File: config.mk
export PLATFORM = sky130hd
export DESIGN_NAME = call_stack_ctrl
export DESIGN_NICKNAME = d
export VERILOG_FILES = /design/src/rtl/call_stack_ctrl.sv
export SDC_FILE = /design/constraint.sdc
export NUM_CORES = 1
export LEC_CHECK = 0
export ABC_AREA = 1
export CORE_AREA = 3 3 102 104
export CTS_CLUSTER_DIAMETER = 120
export DETAILED_ROUTE_END_ITERATION = 8
export DIE_AREA = 0 0 105 107
export PLACE_DENSITY = 0.66
export SLEW_MARGIN = 5
export SYNTH_ARGS = -nofsm -noshare
export SYNTH_HDL_FRONTEND = slang
export SYNTH_SLANG_ARGS = --single-unit
File: constraint.sdc
create_clock -name clk -period 2.75 [get_ports clk]
set_input_delay 0.4125 -clock clk [delete_from_list [all_inputs] [get_ports clk]]
set_output_delay 0.4125 -clock clk [all_outputs]
set_load 0.1 [all_outputs]
File: src/rtl/call_stack_ctrl.sv
// Return-address stack (circular buffer). Optional overflow/underflow trap via CALL_STACK_FAULT_EN.
// Latency: pop 0 cycles (top is combinational from registered state), push visible 1 cycle later.
// Backpressure: none; a trapped fault freezes the PC through halt until clear_fault.
module call_stack_ctrl #(
    parameter int DEPTH = 8,
    parameter int AW    = 12
) (
    input  logic                       clk,
    input  logic                       rst,
    input  logic                       push,
    input  logic                       pop,
    input  logic [AW-1:0]              ret_addr_in,
    input  logic                       clear_fault,
    output logic [AW-1:0]              ret_addr_out,
    output logic [$clog2(DEPTH+1)-1:0] count,
    output logic                       empty,
    output logic                       full,
    output logic                       halt,
    output logic [1:0]                 fault_code
);

    localparam int TW = $clog2(DEPTH);
    localparam int CW = $clog2(DEPTH+1);
    localparam logic [CW-1:0] DEPTH_C = CW'(DEPTH);

    logic [AW-1:0] mem_q [DEPTH];
    logic [TW-1:0] top_q, top_d;
    logic [CW-1:0] count_q, count_d;
    logic          wr_en;
    logic [TW-1:0] wr_idx;
    logic          is_empty, is_full;
    logic          run_ok;

    assign is_empty = (count_q == '0);
    assign is_full  = (count_q == DEPTH_C);

`ifdef CALL_STACK_FAULT_EN
    typedef enum logic {RUN, FAULT} state_t;
    state_t     state_q, state_d;
    logic [1:0] fault_code_q, fault_code_d;
    logic       halt_q, halt_d;

    assign run_ok = (state_q == RUN);
`else
    assign run_ok = 1'b1;
`endif

    always_comb begin
        top_d   = top_q;
        count_d = count_q;
        wr_en   = 1'b0;
        wr_idx  = top_q + TW'(1);
`ifdef CALL_STACK_FAULT_EN
        state_d      = state_q;
        fault_code_d = fault_code_q;
`endif
        if (clear_fault) begin
            top_d   = '0;
            count_d = '0;
`ifdef CALL_STACK_FAULT_EN
            state_d      = RUN;
            fault_code_d = 2'b00;
`endif
        end else if (run_ok) begin
            // push+pop on an empty stack degenerates to a plain push
            if (push && (!pop || is_empty)) begin
                if (!is_full) begin
                    top_d   = top_q + TW'(1);
                    count_d = count_q + CW'(1);
                    wr_en   = 1'b1;
                end else begin
`ifdef CALL_STACK_FAULT_EN
                    state_d      = FAULT;
                    fault_code_d = 2'b01;
`else
                    top_d = top_q + TW'(1);
                    wr_en = 1'b1;
`endif
                end
            end else if (push && pop) begin
                wr_en  = 1'b1;
                wr_idx = top_q;
            end else if (pop) begin
                if (!is_empty) begin
                    top_d   = top_q - TW'(1);
                    count_d = count_q - CW'(1);
                end else begin
`ifdef CALL_STACK_FAULT_EN
                    state_d      = FAULT;
                    fault_code_d = 2'b10;
`endif
                end
            end
        end
`ifdef CALL_STACK_FAULT_EN
        halt_d = (state_d == FAULT);
`endif
    end

    always_ff @(posedge clk or negedge rst) begin
        if (!rst) begin
            top_q   <= '0;
            count_q <= '0;
`ifdef CALL_STACK_FAULT_EN
            state_q      <= RUN;
            fault_code_q <= 2'b00;
            halt_q       <= 1'b0;
`endif
        end else begin
            top_q   <= top_d;
            count_q <= count_d;
`ifdef CALL_STACK_FAULT_EN
            state_q      <= state_d;
            fault_code_q <= fault_code_d;
            halt_q       <= halt_d;
`endif
        end
    end

    // Storage is not reset; a write racing reset is invisible because count is zero.
    always_ff @(posedge clk) begin
        if (wr_en) begin
            mem_q[wr_idx] <= ret_addr_in;
        end
    end

    assign ret_addr_out = is_empty ? '0 : mem_q[top_q];
    assign count        = count_q;
    assign empty        = is_empty;
    assign full         = is_full;

`ifdef CALL_STACK_FAULT_EN
    assign halt       = halt_q;
    assign fault_code = fault_code_q;
`else
    assign halt       = 1'b0;
    assign fault_code = 2'b00;
`endif

endmodule

==> run summary <==
drt initial violations = 189
RD Place Congestion = 0.806
Synth Area in Simple Gates = 0.144
Max Buffers Root-to-Sink = 2
Yosys cell types = 31
setup_tns = 0 ns
CP Class = flip-flop to output pin
share of cells above drive strength 1 = 0.199
Avg WL per Cell = 16.5 um
CTS tree = built
final period utilization = 0.887
crit-path leading delay family = buffers and inverters
CTS H-tree depth = 3
CP dominant cell by count = o21ai_0
initial antenna violation count = 0
CP bufs+invs = 2
routed wire length = 9520 um
via count = 2970
hold slack = 0.285 ns
Max FO, Critical Path = 51
Critical Path RT = 2.34 ns
Synth Area in Compound Gates = 0.107
buffers added on ports = 34
Post-Place Worst Slack = 0.443 ns
Hold-fix buffers, CTS = 0
Fin. Hold Viols = 0
Starting Density = 0.466
CTS sink count = 103
GR Util All Layers = 0.180
mux share of post-synthesis cell area = 0
# setup viols final = 0
core area = 9640 um2
Post-DP HPWL = 6470 um
# Max-Cap Violations = 0
fmax = 0.410 GHz
Antenna diodes = 0
synthesized area = 4490 um2
Fill cells = 848
CTS clk-pin slew, worst paths = 0.10 ns
main combinational cell family by area after synthesis = simple AND/OR/NAND/NOR gates
die outline height = 107 um
CTS Buf Count = 9
commonest non-fill, non-tap cells in the layout = 96 x edfxtp_1, 82 x nor2_1, 61 x o21ai_0, 37 x nand2_1, 28 x buf_4
Layout Skew = 0.0115 ns
vias in the first global route = 2981
startpoint types = flip-flop
Die X = 105 um
total gr overflow = 0
Synth Register Bits = 103
TritonRoute pass-1 iters = 4
Residual DRC = 0
Adder-Cell Fraction of Synth Area = 0.0156
leading cell type in the layout, fill and taps excluded = edfxtp_1
post-cts resize count = 0
final count of pins violating max slew = 0
clk_lat worst skew = 0.37 ns
WP data arrival = 2.03 ns
first-pass GRT wire length = 15500 um
Setup Buffers After CTS = 0
IO Pins = 38
die footprint = 11200 um2
post-synthesis sequential area ratio = 0.681
Slowest-stage cell, CP = dfrtp_1
unrepaired setup endpoints after global routing = false
Routed Antenna Nets = 0
Cell Chain, Critical Path = inv_4 -> o21ai_0 -> o21ai_1 -> o21ai_0 -> nor2_4 -> buf_12
setup ws final = 0.312 ns
R2R setup slack = 0.60 ns
area delta synth->final = 19.9%
FP Rows = 36
Yosys warning count = 0
Synth Area in XOR/XNOR = 0.00585
crit path time final = 2.44 ns
final net count = 461
vias per cell = 5.16
Avg Cell Area, Syn = 11.4 um2
status = completed
largest net degree at the start of global routing = 52
Hold Path Class = input pin to asynchronous set/reset pin
CTS root buffer = clkbuf_8
Syn Inst Count = 393
Crit. End Element = output pin
max incr delay on CP = 0.44 ns
[worst register-to-register path: stages (launching register included)]
cell	delay (ns)
dfrtp_1	0.44
inv_4	0.38
ha_1	0.37
nand2_1	0.11
o21ai_2	0.07
inv_2	0.06
nand2_1	0.06
nor2_1	0.15
buf_4	0.23
[through the flow]
| step | cell area [um2] | utilization | std cells |
|---|---|---|---|
| finish | 5380 | 0.558 | 576 |
| global route | 5380 | 0.558 | 576 |
| detailed placement | 5200 | 0.540 | 561 |
| CTS | 5380 | 0.558 | 576 |
| global placement | 5200 | 0.540 | 561 |
| floorplan | 4570 | - | 395 |
[worst paths after layout]
kind                           from         endpoint  cells past startpoint
max                        top_q[0]  ret_addr_out[8]                      6
min in group clk           count[3]         count[3]                      2
min reg2reg                count[3]         count[3]                      2
max in group asynchronous       rst         top_q[1]                      1
min                             rst         count[2]                      1
max reg2reg                top_q[0]      mem_q[4][3]                      8
[metal layers]
metal,track usage,vias to the layer above,routed length [um]
li1,-,1456,-
met1,0.229,1435,4200
met2,0.309,67,4760
met3,0.0325,12,408
met4,0.0665,0,152
met5,0,-,0
[cell families (layout without fill, tap and decap cells)]
group,after synthesis,count (layout)
buffers and inverters,39,87
other,1,3
adders and majority gates,5,5
and+or+nand+nor,151,151
DFF,103,103
xor gates and xnor gates,3,3
AOI/OAI and AO/OA,91,91
[cell usage after synthesis (all sizes together)]
cell type  instances  area [um2]
xor2               1        8.76
nand4              3        18.8
inv               16        62.6
buf               19         121
nor2              98         392
edfxtp            96        2880
conb               1        3.75
xnor2              2        17.5
nand2             42         175
o22ai             12        75.1
fa                 1        20.0
clkbuf             4        16.3
o21ai             76         384
a21oi              3        22.5
ha                 4        50.1
dfrtp              7         175
nand3              8        62.6
[flip-flops by register name, summed over array words and instances (netlist names)]
signal / cells
mem_q: 96
top_q: 3
count: 4
[cell type report]
| cell class | count | area [um2] | share of cell area |
|---|---|---|---|
| Clock inverter | 6 | 53.8 | 0.0100 |
| Multi-Input combinational cell | 253 | 1310 | 0.243 |
| Clock buffer | 9 | 124 | 0.0230 |
| Timing Repair Buffer | 56 | 611 | 0.113 |
| Sequential cell | 103 | 3060 | 0.568 |
| Inverter | 16 | 62.6 | 0.0116 |
| Tap cell | 133 | 166 | 0.0309 |
Power is left out: the tool's default activity adds up to more than one toggle a clock period on the data nets, which glitch-free logic cannot reach.
==> patch 1, RTL diff (config.mk and constraints unchanged) <==
The option `CALL_STACK_FAULT_EN` is turned on by a define.
--- a/src/rtl/call_stack_ctrl.sv
+++ b/src/rtl/call_stack_ctrl.sv
@@ -2,4 +2,6 @@
 // Latency: pop 0 cycles (top is combinational from registered state), push visible 1 cycle later.
 // Backpressure: none; a trapped fault freezes the PC through halt until clear_fault.
+`define CALL_STACK_FAULT_EN
+
 module call_stack_ctrl #(
     parameter int DEPTH = 8,
Check against the original RTL: not equivalent (Yosys sat finds a counterexample within 4 cycles, from zero or initial values and one cycle with rst low).
==> patch 1 against the original RTL <==
Via count up 4.2%; global-route usage increased by 1.2 points; first-iteration DRC count decreased by 9.5%; synthesized area up 2.6%; wire length grew 9.0%; synthesized cell count grew 1.3%; worst setup slack worse by 0.067 ns; critical path depth unchanged; sequential cell count rose by 3; cell area increased by 4.0%; critical endpoint is now ret_addr_out[2]; largest cell class unchanged.
Power is not shown: default switching activity piles up to over one toggle a cycle in this logic, so the estimate is an artifact.
==> patch 1: results (changes against the original RTL) <==
<table>
<tr><th>Metric</th><th>Value</th></tr>
<tr><th colspan="2">Detailed routing</th></tr>
<tr><td>Final WL</td><td>10400 um (+9.0%)</td></tr>
<tr><td>Detailed Route Iter0 Violations</td><td>171 (-9.5%)</td></tr>
<tr><td>Total vias in the final route</td><td>3095 (+4.2%)</td></tr>
<tr><td>Iteration count of the initial detailed-routing pass</td><td>4 (unchanged)</td></tr>
<tr><td>Via-to-Cell Ratio</td><td>5.32 (+3.1%)</td></tr>
<tr><th colspan="2">Placement</th></tr>
<tr><td>Cell area reported after detailed placement</td><td>5370 sq um (+3.2%)</td></tr>
<tr><td>Post-DP HPWL</td><td>6770 um (+4.5%)</td></tr>
<tr><td>Final weighted congestion of routability-driven global placement</td><td>0.818 (+1.5%)</td></tr>
<tr><td>Port bufs</td><td>37 (+8.8%)</td></tr>
<tr><td>Inst Count DP</td><td>566 (+0.89%)</td></tr>
<tr><th colspan="2">Setup path</th></tr>
<tr><td>Endpoint arrival time on the critical path</td><td>2.09 ns (+0.06 ns)</td></tr>
<tr><td>Largest driver fanout on the critical path</td><td>25 (-51%)</td></tr>
<tr><td>Gate family responsible for the most delay along the worst path</td><td>compound AO/OA/AOI/OAI gates</td></tr>
<tr><th colspan="2">Synth</th></tr>
<tr><td>Synth cell types</td><td>29 (-6.5%)</td></tr>
<tr><td>Top cells by instance count after synthesis</td><td>sky130_fd_sc_hd__edfxtp_1, sky130_fd_sc_hd__nor2_1, sky130_fd_sc_hd__o21ai_0, sky130_fd_sc_hd__nand2_1, sky130_fd_sc_hd__o22ai_1</td></tr>
<tr><td>Number of synthesized flops with an enable pin</td><td>96 (unchanged)</td></tr>
<tr><td>Cell types occupying the most area after synthesis</td><td>sky130_fd_sc_hd__edfxtp_1, sky130_fd_sc_hd__nor2_1, sky130_fd_sc_hd__o21ai_0</td></tr>
<tr><td>Share of the yosys chip area belonging to registers</td><td>68.0% (-0.091 points)</td></tr>
<tr><th colspan="2">Global routing</th></tr>
<tr><td>Vias in the first global route</td><td>3042 (+2.0%)</td></tr>
<tr><td>First-pass GRT wire length</td><td>16600 um (+7.1%)</td></tr>
<tr><th colspan="2">Outcome</th></tr>
<tr><td>Outcome</td><td>complete, no violations</td></tr>
<tr><th colspan="2">Final layout</th></tr>
<tr><td>NumNets Final</td><td>466 (+1.1%)</td></tr>
<tr><td>Total area of sequential cells</td><td>3140 sq um (+2.6%)</td></tr>
<tr><td># fillers</td><td>840 (-0.94%)</td></tr>
<tr><td>Proportion of layout cells with a drive suffix above 1</td><td>23.8% (+4.0 points)</td></tr>
<tr><th colspan="2">STA</th></tr>
<tr><td>Clock Skew</td><td>0.0123 ns (+0.000785 ns)</td></tr>
</table>
patch 1: cell count changes after synthesis, sizes merged, moves of 2 or more:
cell,delta
dfrtp,+3
clkbuf,+3
o21ai,-8
o22ai,+12
nor2,-11
xnor2,-2
nand3,+4
nand3b,+2
nand2,+5
clkinv,+2
buf,-6
patch 1: kinds of logic (layout without fill, tap and decap cells):
group                      count (synthesis)  count (layout)  share of synthesized area, %
and+or+nand+nor                          152             152                          15.4
xor gates and xnor gates                   2               2                         0.381
AOI/OAI and AO/OA                         94              94                          10.9
adders and majority gates                  5               5                          1.52
DFF                                      106             106                          68.0
buffers and inverters                     39              90                          3.83
patch 1: final timing paths:
| check | startpoint | endpoint | slack (ns) | cells past startpoint |
|---|---|---|---|---|
| worst max-delay path | top_q[1] | ret_addr_out[2] | 0.25 | 6 |
| worst min-delay path | rst | fault_code[0] | 0.37 | 1 |
| worst max register to register | count[1] | mem_q[0][4] | 0.54 | 10 |
| worst min register to register | fault_code[1] | fault_code[1] | 0.48 | 2 |
| max in group asynchronous | rst | count[0] | 2.03 | 1 |
| min in group clk | fault_code[1] | fault_code[1] | 0.48 | 2 |
patch 1: cell type report:
cell class,count,area share [%]
Sequential cell,106,56.1
Multi-Input combinational cell,253,24.8
Timing Repair Buffer,55,10.8
Tap cell,133,2.97
Clock buffer,9,2.21
Clock inverter,7,1.81
Inverter,19,1.41
patch 1: stage by stage:
stage	hold WS (ns)	worst slack [ns]
floorplan	0.117	-0.0713
global placement	0.459	0.388
detailed placement	0.468	0.332
CTS	0.381	0.263
global route	0.413	0.135
finish	0.367	0.245
patch 1: layer usage:
layer	global-route usage [%]	part of all wire, %	vias to the layer above
li1	-	-	1499
met1	26.9	46	1505
met2	31.2	47	83
met3	3.37	5.9	8
met4	4.59	1.1	0
met5	0	0	-
==> patch 2, RTL diff (same flow settings) <==
Without the edit above. Register the output `count` once more, with the module's reset; this adds one clock of latency there. The other outputs are not delayed to match.
--- a/src/rtl/call_stack_ctrl.sv
+++ b/src/rtl/call_stack_ctrl.sv
@@ -126,5 +126,11 @@
 
     assign ret_addr_out = is_empty ? '0 : mem_q[top_q];
-    assign count        = count_q;
+    always_ff @(posedge clk or negedge rst) begin
+        if (!rst) begin
+            count <= '0;
+        end else begin
+            count <= count_q;
+        end
+    end
     assign empty        = is_empty;
     assign full         = is_full;
Behaviour: not the same (a bounded check fails within 4 cycles, from zero or initial values and one cycle with rst low).
==> patch 2 against the original RTL <==
Worst setup slack got worse by 0.16 ns; cell area decreased by 0.23%; sequential cell count increased by 4; wire length decreased by 4.3%; synthesized area increased by 1.4%; via count increased by 0.91%.
Power is not shown: default switching activity piles up to over one toggle a cycle in this logic, so the estimate is an artifact.
==> patch 2: results (changes against the original RTL) <==
<table>
<tr><th>Metric</th><th>Value</th></tr>
<tr><th colspan="2">Final layout</th></tr>
<tr><td>Proportion of layout cells with a drive suffix above 1</td><td>13.6% (-6.3 points)</td></tr>
<tr><td>Post-layout instance area</td><td>5370 sq um (-0.23%)</td></tr>
<tr><td>Number of standard cells in the layout, taps in and fillers out</td><td>568 (-1.4%)</td></tr>
<tr><td># fillers</td><td>842 (-0.71%)</td></tr>
<tr><td>NumNets Final</td><td>452 (-2.0%)</td></tr>
<tr><th colspan="2">Detailed routing</th></tr>
<tr><td>Met2 wire length</td><td>4180 um (-12%)</td></tr>
<tr><td>Total vias in the final route</td><td>2997 (+0.91%)</td></tr>
<tr><td>Iteration count of the initial detailed-routing pass</td><td>5 (+1)</td></tr>
<tr><td>Detailed Route Iter0 Violations</td><td>264 (+40%)</td></tr>
<tr><td>Detail Route met3 WL</td><td>589 um (+44%)</td></tr>
<tr><td>Avg WL per Cell</td><td>16.0 um (-3.0%)</td></tr>
<tr><th colspan="2">Outcome</th></tr>
<tr><td>Outcome</td><td>complete, no violations</td></tr>
<tr><th colspan="2">STA</th></tr>
<tr><td>Clock Skew</td><td>0.0128 ns (+0.00134 ns)</td></tr>
<tr><th colspan="2">Global routing</th></tr>
<tr><td>Pin count of the biggest net entering global routing</td><td>51 (-1.9%)</td></tr>
<tr><td>Met1 routing resource usage after global routing</td><td>25.1% (+2.3 points)</td></tr>
<tr><td>First-pass GRT wire length</td><td>15200 um (-1.8%)</td></tr>
<tr><td>Global routing usage summed across all routing layers</td><td>17.2% (-0.75 points)</td></tr>
<tr><td>GR met3 Demand/Resource</td><td>3.61% (+0.36 points)</td></tr>
<tr><td>Met2 track utilization from global routing</td><td>26.5% (-4.4 points)</td></tr>
<tr><th colspan="2">Setup path</th></tr>
<tr><td>Endpoint arrival time on the critical path</td><td>2.18 ns (+0.15 ns)</td></tr>
<tr><td>Largest driver fanout on the critical path</td><td>13 (-75%)</td></tr>
<tr><th colspan="2">Placement</th></tr>
<tr><td>Post-DP HPWL</td><td>6030 um (-6.9%)</td></tr>
<tr><td>Inst Count DP</td><td>552 (-1.6%)</td></tr>
<tr><td>Final weighted congestion of routability-driven global placement</td><td>0.854 (+5.9%)</td></tr>
<tr><th colspan="2">Synth</th></tr>
<tr><td>Cell types occupying the most area after synthesis</td><td>sky130_fd_sc_hd__edfxtp_1, sky130_fd_sc_hd__nor2_1, sky130_fd_sc_hd__dfrtp_1</td></tr>
<tr><td>Share of the yosys chip area belonging to registers</td><td>69.4% (+1.3 points)</td></tr>
<tr><td>Average instance area after synthesis</td><td>11.5 sq um (+1.1%)</td></tr>
<tr><td>Synth cell types</td><td>26 (-16%)</td></tr>
</table>
[patch 2: cell types whose count changed in the layout (fill, tap and decap cells not counted), moves of 3 or more]
cell                       unedited run  this run
sky130_fd_sc_hd__dfrtp_1              7        11
sky130_fd_sc_hd__nor2_1              82        94
sky130_fd_sc_hd__nor2_2               7         3
sky130_fd_sc_hd__o21ai_0             61        51
sky130_fd_sc_hd__inv_2                5         2
sky130_fd_sc_hd__buf_4               28        15
sky130_fd_sc_hd__nand2_2              4         1
sky130_fd_sc_hd__nand3_1              5        13
sky130_fd_sc_hd__o211ai_1             0        12
sky130_fd_sc_hd__o21ai_1             14         2
sky130_fd_sc_hd__inv_1               10        17
sky130_fd_sc_hd__nor2_4               8         1
[patch 2: path summary, 6_finish.rpt]
check,startpoint,end,slack (ns),cells past startpoint
max in group asynchronous,rst,top_q[1],2.04,1
min in group clk,count_q[0],count[0],0.43,0
min reg2reg,count_q[0],count[0],0.43,0
max,top_q[1],ret_addr_out[11],0.16,6
max reg2reg,top_q[1],mem_q[0][4],0.48,8
min,rst,count_q[2],0.37,1
[patch 2: cells by family after synthesis]
group	after synthesis	synth area share (%)
other	1	0.0824
xor gates and xnor gates	3	0.578
and+or+nand+nor	155	14.2
DFF	107	69.4
adders and majority gates	5	1.54
AOI/OAI and AO/OA	81	10.1
buffers and inverters	42	4.13
[patch 2: area by class of cell]
type / instances / area share, %
sequential: 107 / 58.8
multi-input combinational: 247 / 22.6
clock inverter: 7 / 1.56
tap: 133 / 3.10
timing repair buffer: 46 / 10.3
clock buffer: 9 / 2.31
inverter: 19 / 1.33
[patch 2: worst max-delay path, delay by kind of cell, from the launching register on]
kind / cells / cell delay [ns]
buffers and inverters: 2 / 0.58
flip-flops: 1 / 0.54
AO/OA/AOI/OAI: 2 / 0.42
AND/OR/NAND/NOR: 2 / 0.28
